<file path="src/rtl/plot_pkg.sv">
// Shared definitions for the text/number plotting blocks.
//   GLYPH_W/GLYPH_H : glyph cell grid (3 columns x 5 rows)
//   GLYPH_BITS      : row-major bitmap width, bit 14-(3*r+c) is cell (r,c)
//   COLOUR_W        : vga_adapter colour width
//   plot_state_e    : renderer FSM encoding
package plot_pkg;
    localparam int GLYPH_W    = 3;
    localparam int GLYPH_H    = 5;
    localparam int GLYPH_BITS = GLYPH_W * GLYPH_H;
    localparam int COLOUR_W   = 3;

    typedef enum logic [1:0] {
        ST_IDLE   = 2'd0,
        ST_DRAW   = 2'd1,
        ST_FINISH = 2'd2
    } plot_state_e;
endpackage

</file>
<file path="src/rtl/hex_glyph_rom.sv">
// Combinational hex digit glyph ROM.
//   digit_i  : 4-bit hex digit
//   bitmap_o : 15-bit row-major 3x5 bitmap, MSB is the top-left cell, 1 = foreground
module hex_glyph_rom
    import plot_pkg::*;
(
    input  logic [3:0]            digit_i,
    output logic [GLYPH_BITS-1:0] bitmap_o
);

    always_comb begin
        bitmap_o = '0;
        case (digit_i)
            4'h0: bitmap_o = 15'b111_101_101_101_111;
            4'h1: bitmap_o = 15'b001_001_001_001_001;
            4'h2: bitmap_o = 15'b111_001_111_100_111;
            4'h3: bitmap_o = 15'b111_001_111_001_111;
            4'h4: bitmap_o = 15'b101_101_111_001_001;
            4'h5: bitmap_o = 15'b111_100_111_001_111;
            4'h6: bitmap_o = 15'b111_100_111_101_111;
            4'h7: bitmap_o = 15'b111_001_001_001_001;
            4'h8: bitmap_o = 15'b111_101_111_101_111;
            4'h9: bitmap_o = 15'b111_101_111_001_001;
            4'hA: bitmap_o = 15'b111_101_111_101_101;
            4'hB: bitmap_o = 15'b100_100_111_101_111;
            4'hC: bitmap_o = 15'b111_100_100_100_111;
            4'hD: bitmap_o = 15'b001_001_111_101_111;
            4'hE: bitmap_o = 15'b111_100_111_100_111;
            4'hF: bitmap_o = 15'b111_100_111_100_100;
            default: bitmap_o = '0;
        endcase
    end

endmodule

</file>
<file path="src/rtl/hex_number_plotter.sv">
// Sequential hex number renderer feeding the vga_adapter plot port, one pixel per clock.
// Digits are drawn MS first; each glyph cell is expanded to a SCALE x SCALE block.
//   clock, resetn        : clock, synchronous active-low reset
//   start                : request, accepted only while idle (busy=0)
//   value, x0, y0        : number and top-left position, latched on start
//   blank_lz, transp     : leading-zero blanking, transparent background (latched on start)
//   x, y, colour, plot   : registered pixel stream to the adapter
//   busy, done           : render in progress, one-cycle completion pulse
//
// state     | meaning
// ----------+--------------------------------------------------------
// ST_IDLE   | waiting for start; outputs hold last pixel, plot=0
// ST_DRAW   | counters address one pixel per cycle, registered out
// ST_FINISH | last pixel already out; emit done, drop busy
module hex_number_plotter
    import plot_pkg::*;
#(
    parameter int                  NUM_DIGITS = 4,
    parameter int                  SCALE      = 1,
    parameter int                  GAP        = 1,
    parameter int                  X_W        = 8,
    parameter int                  Y_W        = 7,
    parameter logic [COLOUR_W-1:0] FG         = 3'b111,
    parameter logic [COLOUR_W-1:0] BG         = 3'b000
) (
    input  logic                    clock,
    input  logic                    resetn,
    input  logic                    start,
    input  logic [4*NUM_DIGITS-1:0] value,
    input  logic [X_W-1:0]          x0,
    input  logic [Y_W-1:0]          y0,
    input  logic                    blank_lz,
    input  logic                    transp,
    output logic [X_W-1:0]          x,
    output logic [Y_W-1:0]          y,
    output logic [COLOUR_W-1:0]     colour,
    output logic                    plot,
    output logic                    busy,
    output logic                    done
);

    localparam int D_W         = (NUM_DIGITS > 1) ? $clog2(NUM_DIGITS) : 1;
    localparam int V_W         = 4 * NUM_DIGITS;
    localparam int DIGIT_PITCH = (GLYPH_W + GAP) * SCALE;

    plot_state_e state_q, state_d;

    logic [V_W-1:0]      value_q, value_d;
    logic [X_W-1:0]      x0_q, x0_d;
    logic [Y_W-1:0]      y0_q, y0_d;
    logic                blank_lz_q, blank_lz_d;
    logic                transp_q, transp_d;

    logic [D_W-1:0]      d_q, d_d;
    logic [2:0]          r_q, r_d;
    logic [1:0]          sr_q, sr_d;
    logic [1:0]          c_q, c_d;
    logic [1:0]          sc_q, sc_d;

    logic [X_W-1:0]      x_q, x_d;
    logic [Y_W-1:0]      y_q, y_d;
    logic [COLOUR_W-1:0] colour_q, colour_d;
    logic                plot_q, plot_d;
    logic                busy_q, busy_d;
    logic                done_q, done_d;

    // Leading-zero mask: digit i is blanked when it and every digit above it are zero.
    // Digit 0 is never blanked so a zero value still shows one "0".
    logic [NUM_DIGITS-1:0] lz_mask;
    logic                  zero_above;

    always_comb begin
        lz_mask    = '0;
        zero_above = 1'b1;
        for (int i = NUM_DIGITS - 1; i >= 0; i--) begin
            zero_above = zero_above & (value_q[4*i +: 4] == 4'h0);
            lz_mask[i] = blank_lz_q & zero_above & (i != 0);
        end
    end

    logic [3:0]            digit_nib;
    logic [GLYPH_BITS-1:0] glyph_bits;
    logic [3:0]            cell_idx;
    logic                  cell_on;
    logic [X_W-1:0]        x_pix;
    logic [Y_W-1:0]        y_pix;

    assign digit_nib = value_q[4*d_q +: 4];

    hex_glyph_rom u_glyph_rom (
        .digit_i  (digit_nib),
        .bitmap_o (glyph_bits)
    );

    assign cell_idx = 4'(GLYPH_BITS - 1 - (GLYPH_W * int'(r_q) + int'(c_q)));
    assign cell_on  = glyph_bits[cell_idx] & ~lz_mask[d_q];

    // Sums are formed at int width and truncated so coordinates wrap modulo 2^width.
    assign x_pix = X_W'(int'(x0_q) + (NUM_DIGITS - 1 - int'(d_q)) * DIGIT_PITCH
                        + int'(c_q) * SCALE + int'(sc_q));
    assign y_pix = Y_W'(int'(y0_q) + int'(r_q) * SCALE + int'(sr_q));

    logic sc_last, c_last, sr_last, r_last, d_last, pix_last;

    assign sc_last  = (sc_q == 2'(SCALE - 1));
    assign c_last   = (c_q == 2'(GLYPH_W - 1));
    assign sr_last  = (sr_q == 2'(SCALE - 1));
    assign r_last   = (r_q == 3'(GLYPH_H - 1));
    assign d_last   = (d_q == '0);
    assign pix_last = sc_last & c_last & sr_last & r_last & d_last;

    always_comb begin
        state_d    = state_q;
        value_d    = value_q;
        x0_d       = x0_q;
        y0_d       = y0_q;
        blank_lz_d = blank_lz_q;
        transp_d   = transp_q;
        d_d        = d_q;
        r_d        = r_q;
        sr_d       = sr_q;
        c_d        = c_q;
        sc_d       = sc_q;
        x_d        = x_q;
        y_d        = y_q;
        colour_d   = colour_q;
        plot_d     = 1'b0;
        busy_d     = busy_q;
        done_d     = 1'b0;

        case (state_q)
            ST_IDLE: begin
                busy_d = 1'b0;
                if (start) begin
                    value_d    = value;
                    x0_d       = x0;
                    y0_d       = y0;
                    blank_lz_d = blank_lz;
                    transp_d   = transp;
                    d_d        = D_W'(NUM_DIGITS - 1);
                    r_d        = '0;
                    sr_d       = '0;
                    c_d        = '0;
                    sc_d       = '0;
                    busy_d     = 1'b1;
                    state_d    = ST_DRAW;
                end
            end

            ST_DRAW: begin
                x_d      = x_pix;
                y_d      = y_pix;
                colour_d = cell_on ? FG : BG;
                plot_d   = cell_on | ~transp_q;

                // Nested counters, innermost first: sc, c, sr, r, then digit (downwards).
                if (!sc_last) begin
                    sc_d = sc_q + 2'd1;
                end else begin
                    sc_d = '0;
                    if (!c_last) begin
                        c_d = c_q + 2'd1;
                    end else begin
                        c_d = '0;
                        if (!sr_last) begin
                            sr_d = sr_q + 2'd1;
                        end else begin
                            sr_d = '0;
                            if (!r_last) begin
                                r_d = r_q + 3'd1;
                            end else begin
                                r_d = '0;
                                d_d = d_q - D_W'(1);
                            end
                        end
                    end
                end

                if (pix_last) begin
                    d_d     = '0;
                    state_d = ST_FINISH;
                end
            end

            ST_FINISH: begin
                done_d  = 1'b1;
                busy_d  = 1'b0;
                state_d = ST_IDLE;
            end

            default: begin
                busy_d  = 1'b0;
                state_d = ST_IDLE;
            end
        endcase
    end

    always_ff @(posedge clock) begin
        if (!resetn) begin
            state_q    <= ST_IDLE;
            value_q    <= '0;
            x0_q       <= '0;
            y0_q       <= '0;
            blank_lz_q <= 1'b0;
            transp_q   <= 1'b0;
            d_q        <= '0;
            r_q        <= '0;
            sr_q       <= '0;
            c_q        <= '0;
            sc_q       <= '0;
            x_q        <= '0;
            y_q        <= '0;
            colour_q   <= '0;
            plot_q     <= 1'b0;
            busy_q     <= 1'b0;
            done_q     <= 1'b0;
        end else begin
            state_q    <= state_d;
            value_q    <= value_d;
            x0_q       <= x0_d;
            y0_q       <= y0_d;
            blank_lz_q <= blank_lz_d;
            transp_q   <= transp_d;
            d_q        <= d_d;
            r_q        <= r_d;
            sr_q       <= sr_d;
            c_q        <= c_d;
            sc_q       <= sc_d;
            x_q        <= x_d;
            y_q        <= y_d;
            colour_q   <= colour_d;
            plot_q     <= plot_d;
            busy_q     <= busy_d;
            done_q     <= done_d;
        end
    end

    assign x      = x_q;
    assign y      = y_q;
    assign colour = colour_q;
    assign plot   = plot_q;
    assign busy   = busy_q;
    assign done   = done_q;

endmodule
</file>
<file path="config.mk">
export PLATFORM = sky130hd
export DESIGN_NAME = hex_number_plotter
export DESIGN_NICKNAME = d
export VERILOG_FILES = /design/src/rtl/plot_pkg.sv /design/src/rtl/hex_glyph_rom.sv /design/src/rtl/hex_number_plotter.sv
export SDC_FILE = /design/constraint.sdc
export NUM_CORES = 1
export LEC_CHECK = 0
export CORE_ASPECT_RATIO = 1.25
export CORE_MARGIN = 2
export CORE_UTILIZATION = 49
export DETAILED_ROUTE_END_ITERATION = 7
export PLACE_DENSITY = 0.88
export SLEW_MARGIN = 20
export SYNTH_ARGS = -nofsm -noshare
export SYNTH_HDL_FRONTEND = slang
export SYNTH_SLANG_ARGS = --single-unit
</file>
<file path="constraint.sdc">
create_clock -name clock -period 2.6 [get_ports clock]
set_clock_uncertainty 0.15 [all_clocks]
set_input_delay 0.39 -clock clock [delete_from_list [all_inputs] [get_ports clock]]
set_output_delay 0.39 -clock clock [all_outputs]
set_load 0.03 [all_outputs]
</file>
-- After elaboration in Yosys (flattened, before gate mapping)
Memory sizes are Yosys's and may differ from the RTL's.
Cells that the tools add are included.
- input bits: 36
- output and inout bits: 21
- register bits: 67
- latch bits: 0
- RAM bits: 0
- memories kept: 1
- word-level logic and storage cells: 111
- bits in read-only memories: 208
- multiply operators: 1
- add/sub/neg operators: 13
- eq/ne operators: 13
- magnitude comparators: 2
- div/mod/pow operators: 0
- muxes and demuxes: 34
- reduce and logical (&&, ||, !) cells: 16
- shift operators: 1
- bitwise logic cells: 13
- memory list (memory ; depth ; bits a word ; rd ports ; clocked after memory_dff ; wr ports ; RTL line ; source):
    (name not given) ; 16 ; 13 ; 1 ; 0 ; 0 ; hex_glyph_rom.sv:13 ; case (digit_i)
- operators with widths (cell ; number):
    $mux W2 ; 15
    $pmux W2 S2 ; 5
    $mux W3 ; 6
    $add A8 B3 Y8 ; 2
    $shiftx A16 B5 Y4 ; 1
    $logic_not A4 Y1 ; 3
    $ne A3 B3 Y1 const B ; 4
    $and A1 B1 Y1 ; 10
    $ne A2 B2 Y1 const B ; 5
    $add A8 B5 Y8 ; 1
    $logic_not A2 Y1 ; 4
    $reduce_and A2 Y1 ; 4
    $add A7 B2 Y7 ; 1
    $add A7 B3 Y7 ; 1
    $add A2 B1 Y2 const B ; 3
    $pmux W3 S2 ; 1
    $reduce_and A6 Y1 ; 1
    $lt A4 B5 Y1 const B ; 1
    $reduce_and A5 Y1 ; 1
    $add A4 B2 Y4 ; 1
    $bmux W1 S4 ; 1
    $eq A2 B2 Y1 const B ; 2
    $mul A2 B3 Y4 const A ; 1
    $mux W1 ; 4
    other kinds (14) ; 15

-- Longest topological paths before layout
- depth in word-level cells: 9
- depth in mapped cells: 11
- depth with buffers taken out: 10

-- By module
A second synthesis with hierarchy kept.
- cell total of the unflattened synthesis: 449
- area, all modules: 3671.0 µm²
- modules (own cells, without submodules) (module ; cells an instance ; area an instance (µm²) ; sequential area each (µm²) ; times used):
    hex_number_plotter ; 399 ; 3330.7 ; 1301.2 ; 1
    hex_glyph_rom ; 50 ; 340.3 ; 0.0 ; 1

-- Least setup slack after synthesis
OpenSTA, ideal clock, no wires.
- kind: register to register
- start: register d_q[0]
- end: register plot_q (netlist: plot)
- buffers on the path: 2
- setup slack: -0.205 ns
- data arrival time: 2.514 ns
- required time: 2.309 ns
- cell stages (with the launch flop): 12
- clock period less this slack: 2.805 ns
- path through: dfxtp_1 buf_2 mux4_2 inv_1 ha_1 inv_1 or2_1 buf_2 o211ai_1 a221oi_1 o311ai_2 o221ai_1
- longest elaborated chain between the ends: 6
- ends and longest elaborated chain (element ; RTL line ; source):
    start, declared ; hex_number_plotter.sv:54 ; logic [D_W-1:0] d_q, d_d;
    start signal, assigned ; hex_number_plotter.sv:206 ; d_q <= '0;
    start signal, assigned ; hex_number_plotter.sv:224 ; d_q <= d_d;
    $shiftx A16 B5 Y4 ; hex_number_plotter.sv:88 ; assign digit_nib = value_q[4*d_q +: 4];
    $mem_v2 Z16 W13 ; -- ;
    $bmux W1 S4 ; hex_number_plotter.sv:96 ; assign cell_on = glyph_bits[cell_idx] & ~lz_mask[d_q];
    $mux W1 (not written as such) ; hex_number_plotter.sv:96 ;
    $and A1 B1 Y1 * ; hex_number_plotter.sv:96 ;
    $or A1 B1 Y1 * ; hex_number_plotter.sv:154 ; plot_d = cell_on | ~transp_q;
    end signal, assigned ; hex_number_plotter.sv:232 ; plot_q <= plot_d;
    end, declared ; hex_number_plotter.sv:63 ; logic plot_q, plot_d;
Mark *: on every way between the ends. The rest lies on a longest branch, timed or not. The select of a mux whose other input is x is not followed.
A chain may end at the register's enable or synchronous reset.

-- Worst setup path in the final report
- start: register c_q[1]
- end: register plot_q (netlist: plot)
- longest elaborated chain between the ends: 6
- ends and longest elaborated chain (element ; RTL line ; source):
    start, declared ; hex_number_plotter.sv:57 ; logic [1:0] c_q, c_d;
    start signal, assigned ; hex_number_plotter.sv:209 ; c_q <= '0;
    start signal, assigned ; hex_number_plotter.sv:227 ; c_q <= c_d;
    $add A4 B2 Y4 ; hex_number_plotter.sv:95 ; assign cell_idx = 4'(GLYPH_BITS - 1 - (GLYPH_W * int'(r_q) + int'(c_q)));
    $sub A4 B4 Y4 ; hex_number_plotter.sv:95 ;
    $bmux W1 S4 ; hex_number_plotter.sv:96 ;
    $mux W1 (not written as such) ; hex_number_plotter.sv:96 ;
    $and A1 B1 Y1 ; hex_number_plotter.sv:96 ;
    $or A1 B1 Y1 ; hex_number_plotter.sv:154 ;
Every way passes these cells. The select of a mux whose other input is x is not followed.

==> metrics.txt <==
number of buffers created by CTS=9; CTS tree=yes; Core Area=7020 sq um; largest net degree at the start of global routing=38; share of the yosys chip area belonging to registers=0.363; RSZ-0062 raised after global routing=yes; Area after DPL=4320 sq um; mean area per synthesized cell=8.07 sq um; Fmax achieved=398 MHz; Synthesized Nets=516; total via count after detailed routing=3,345; starting utilization of the core area=0.511; asr flop ratio synth=0; placed cell count=582; leakage power=1.75 nW; half-perimeter wire length after placement=6320 um; max cap viols=0; Tot GR Track Use=0.239; post-layout instance count excluding filler cells=600; startpoint type of the worst setup path=flop; global-route wire length before repair=15,000 um; maximum buffer depth of the clock tree=2; mean routed wirelength per cell=15.2 um; transition time at the pin with the least slew margin=701 ps; number of H-tree branching levels=3; total die area=8020 sq um; FILL cells=591; data required time of the worst path=2670 ps; floorplan die width=80.5 um; Critical Path Fanout Max=3; EDFF count, synth=0; wirelength, routed=9110 um; post-route cell area=4590 sq um; layout cell share with drive strength beyond 1=0.125; path type of the worst min-delay path=flop to flop; count of endpoints failing setup in the final report=0; Initial DRC Count=155; grt ovf=0; antenna violations before repair=0; Top-Level Pins=57; number of buffers inserted by port buffering=56; start-to-end type of the worst setup path=flop to flop; TritonRoute pass-1 iters=4; Vias per Instance=5.58; final clock period utilization by the worst path=0.966; clock transition at the register clock pins on the worst setup and hold paths after CTS=80 ps; final critical-path required period=2510 ps; result of the run=complete, no violations; post-route total power=2.62 mW; Residual DRC=0; Syn Std Cell Area=3580 sq um; Worst Setup End Kind=flop; number of different library cells in the post-synthesis netlist=46; net count reported at finish=577; Seq cells post-synth=65; cell at the root of the clock tree=clkbuf_8; most frequent cells in the layout=nand2_1 (102), dfxtp_1 (60), a21oi_1 (59); total number of placement rows=34; Diodes inserted=0; Max-slew headroom=0.533; clock latency of the later-clocked register in the worst-skew pair=350 ps; VDD IR max=0.000333 V; commonest non-fill, non-tap cell in the layout=nand2_1; count of final hold-check violations=0; Clock Sinks=65; post-synthesis instance total=444; power density over the cells=571 nW/um^2; layout overhead on the synthesized area=28.1%; number of pins with negative max-slew slack in the final report=0; via count of the first global-routing pass=3,332; number of antenna-violating nets in the routed design=0; data arrival time of the critical path=2580 ps; final weighted congestion in routability-driven placement=0.903; Syn. warnings=0; Die Y-Extent=99.6 um; flip-flop cell with the highest count after synthesis=dfxtp_1
worst max-delay path, cell delays in order (launching register included):
cell,delay [ps]
dfxtp_2,360
inv_2,50
fa_1,520
fa_2,410
xor2_2,210
o211ai_1,110
a221oi_1,110
o311ai_2,310
o221ai_1,160
cells by family after synthesis:
family                   after synthesis  synth area share
AND/OR/NAND/NOR                      169             0.201
AO/OA/AOI/OAI                        108             0.181
flip-flops                            65             0.363
buffers and inverters                 49            0.0544
adder cells (fa/ha/maj)               36             0.142
XOR/XNOR                              10            0.0244
multiplexers                           7            0.0339
cell usage after synthesis, drive strengths merged, types with 8 or more instances:
| master | number | area share |
|---|---|---|
| a211oi | 12 | 0.025 |
| a21oi | 61 | 0.085 |
| clkbuf | 20 | 0.021 |
| dfxtp | 65 | 0.36 |
| fa | 8 | 0.045 |
| ha | 28 | 0.098 |
| inv | 22 | 0.023 |
| nand2 | 102 | 0.11 |
| nand3 | 12 | 0.017 |
| nor2 | 28 | 0.029 |
| o21ai | 10 | 0.014 |
| xnor2 | 8 | 0.020 |
registers in the layout (all words and copies together) (netlist names):
| signal | flops |
|---|---|
| y | 7 |
| colour | 1 |
| state_q | 2 |
| done | 1 |
| transp_q | 1 |
| busy | 1 |
| sr_q | 2 |
| r_q | 3 |
| x0_q | 8 |
| plot | 1 |
| sc_q | 2 |
| blank_lz_q | 1 |
| d_q | 2 |
| x | 8 |
| y0_q | 7 |
| c_q | 2 |
| value_q | 16 |
per-layer routing:
layer	routed length [um]	vias up	global-route usage
met1	3620	1580	0.270
met4	256	0	0.0900
met3	470	22	0.0563
met2	4760	107	0.429
li1	-	1636	-
met5	0	-	0
cell type report:
| class | count | area, sq um | share of cell area |
|---|---|---|---|
| Multi-Input combinational cell | 330 | 2150 | 0.469 |
| Sequential cell | 65 | 1310 | 0.285 |
| Timing Repair Buffer | 77 | 731 | 0.159 |
| Clock buffer | 10 | 138 | 0.0300 |
| Tap cell | 90 | 113 | 0.0245 |
| Inverter | 22 | 82.6 | 0.0180 |
| Clock inverter | 6 | 66.3 | 0.0144 |
through the flow:
| stage | setup slack, ps | utilization | TNS [ps] | hold WS (ps) |
|---|---|---|---|---|
| after global placement | -10.8 | 0.616 | -15.6 | 292 |
| after global routing | -24.8 | 0.654 | -38.5 | 322 |
| final | 87.9 | 0.654 | 0 | 308 |
| after detailed placement | -59.4 | 0.616 | -89.8 | 299 |
| after CTS | 6.62 | 0.646 | 0 | 309 |
| after floorplan | -36.3 | - | -36.5 | 283 |
what timing repair did:
action	CTS	global route
cloned	0	0
endpoints found under the setup margin	2	5
gates resized for setup	3	14
pin swaps	0	5
buffers inserted	0	2
hold buffers	0	0
path summary, 6_finish.rpt:
path	slack, ps	end	cells past startpoint	startpoint
worst max register to register	90	plot	8	c_q[1]
worst min-delay path	310	x[4]	2	x[4]
worst max-delay path	90	plot	8	c_q[1]
worst min register to register	310	x[4]	2	x[4]
where the power goes:
part	internal (mW)	total (mW)	switching, mW
sequential	1.06	1.10	0.0478
clock	0.470	0.889	0.419
combinational	0.278	0.628	0.351
total	1.80	2.62	0.818
No activity file was read; power rests on OpenSTA's default activity.
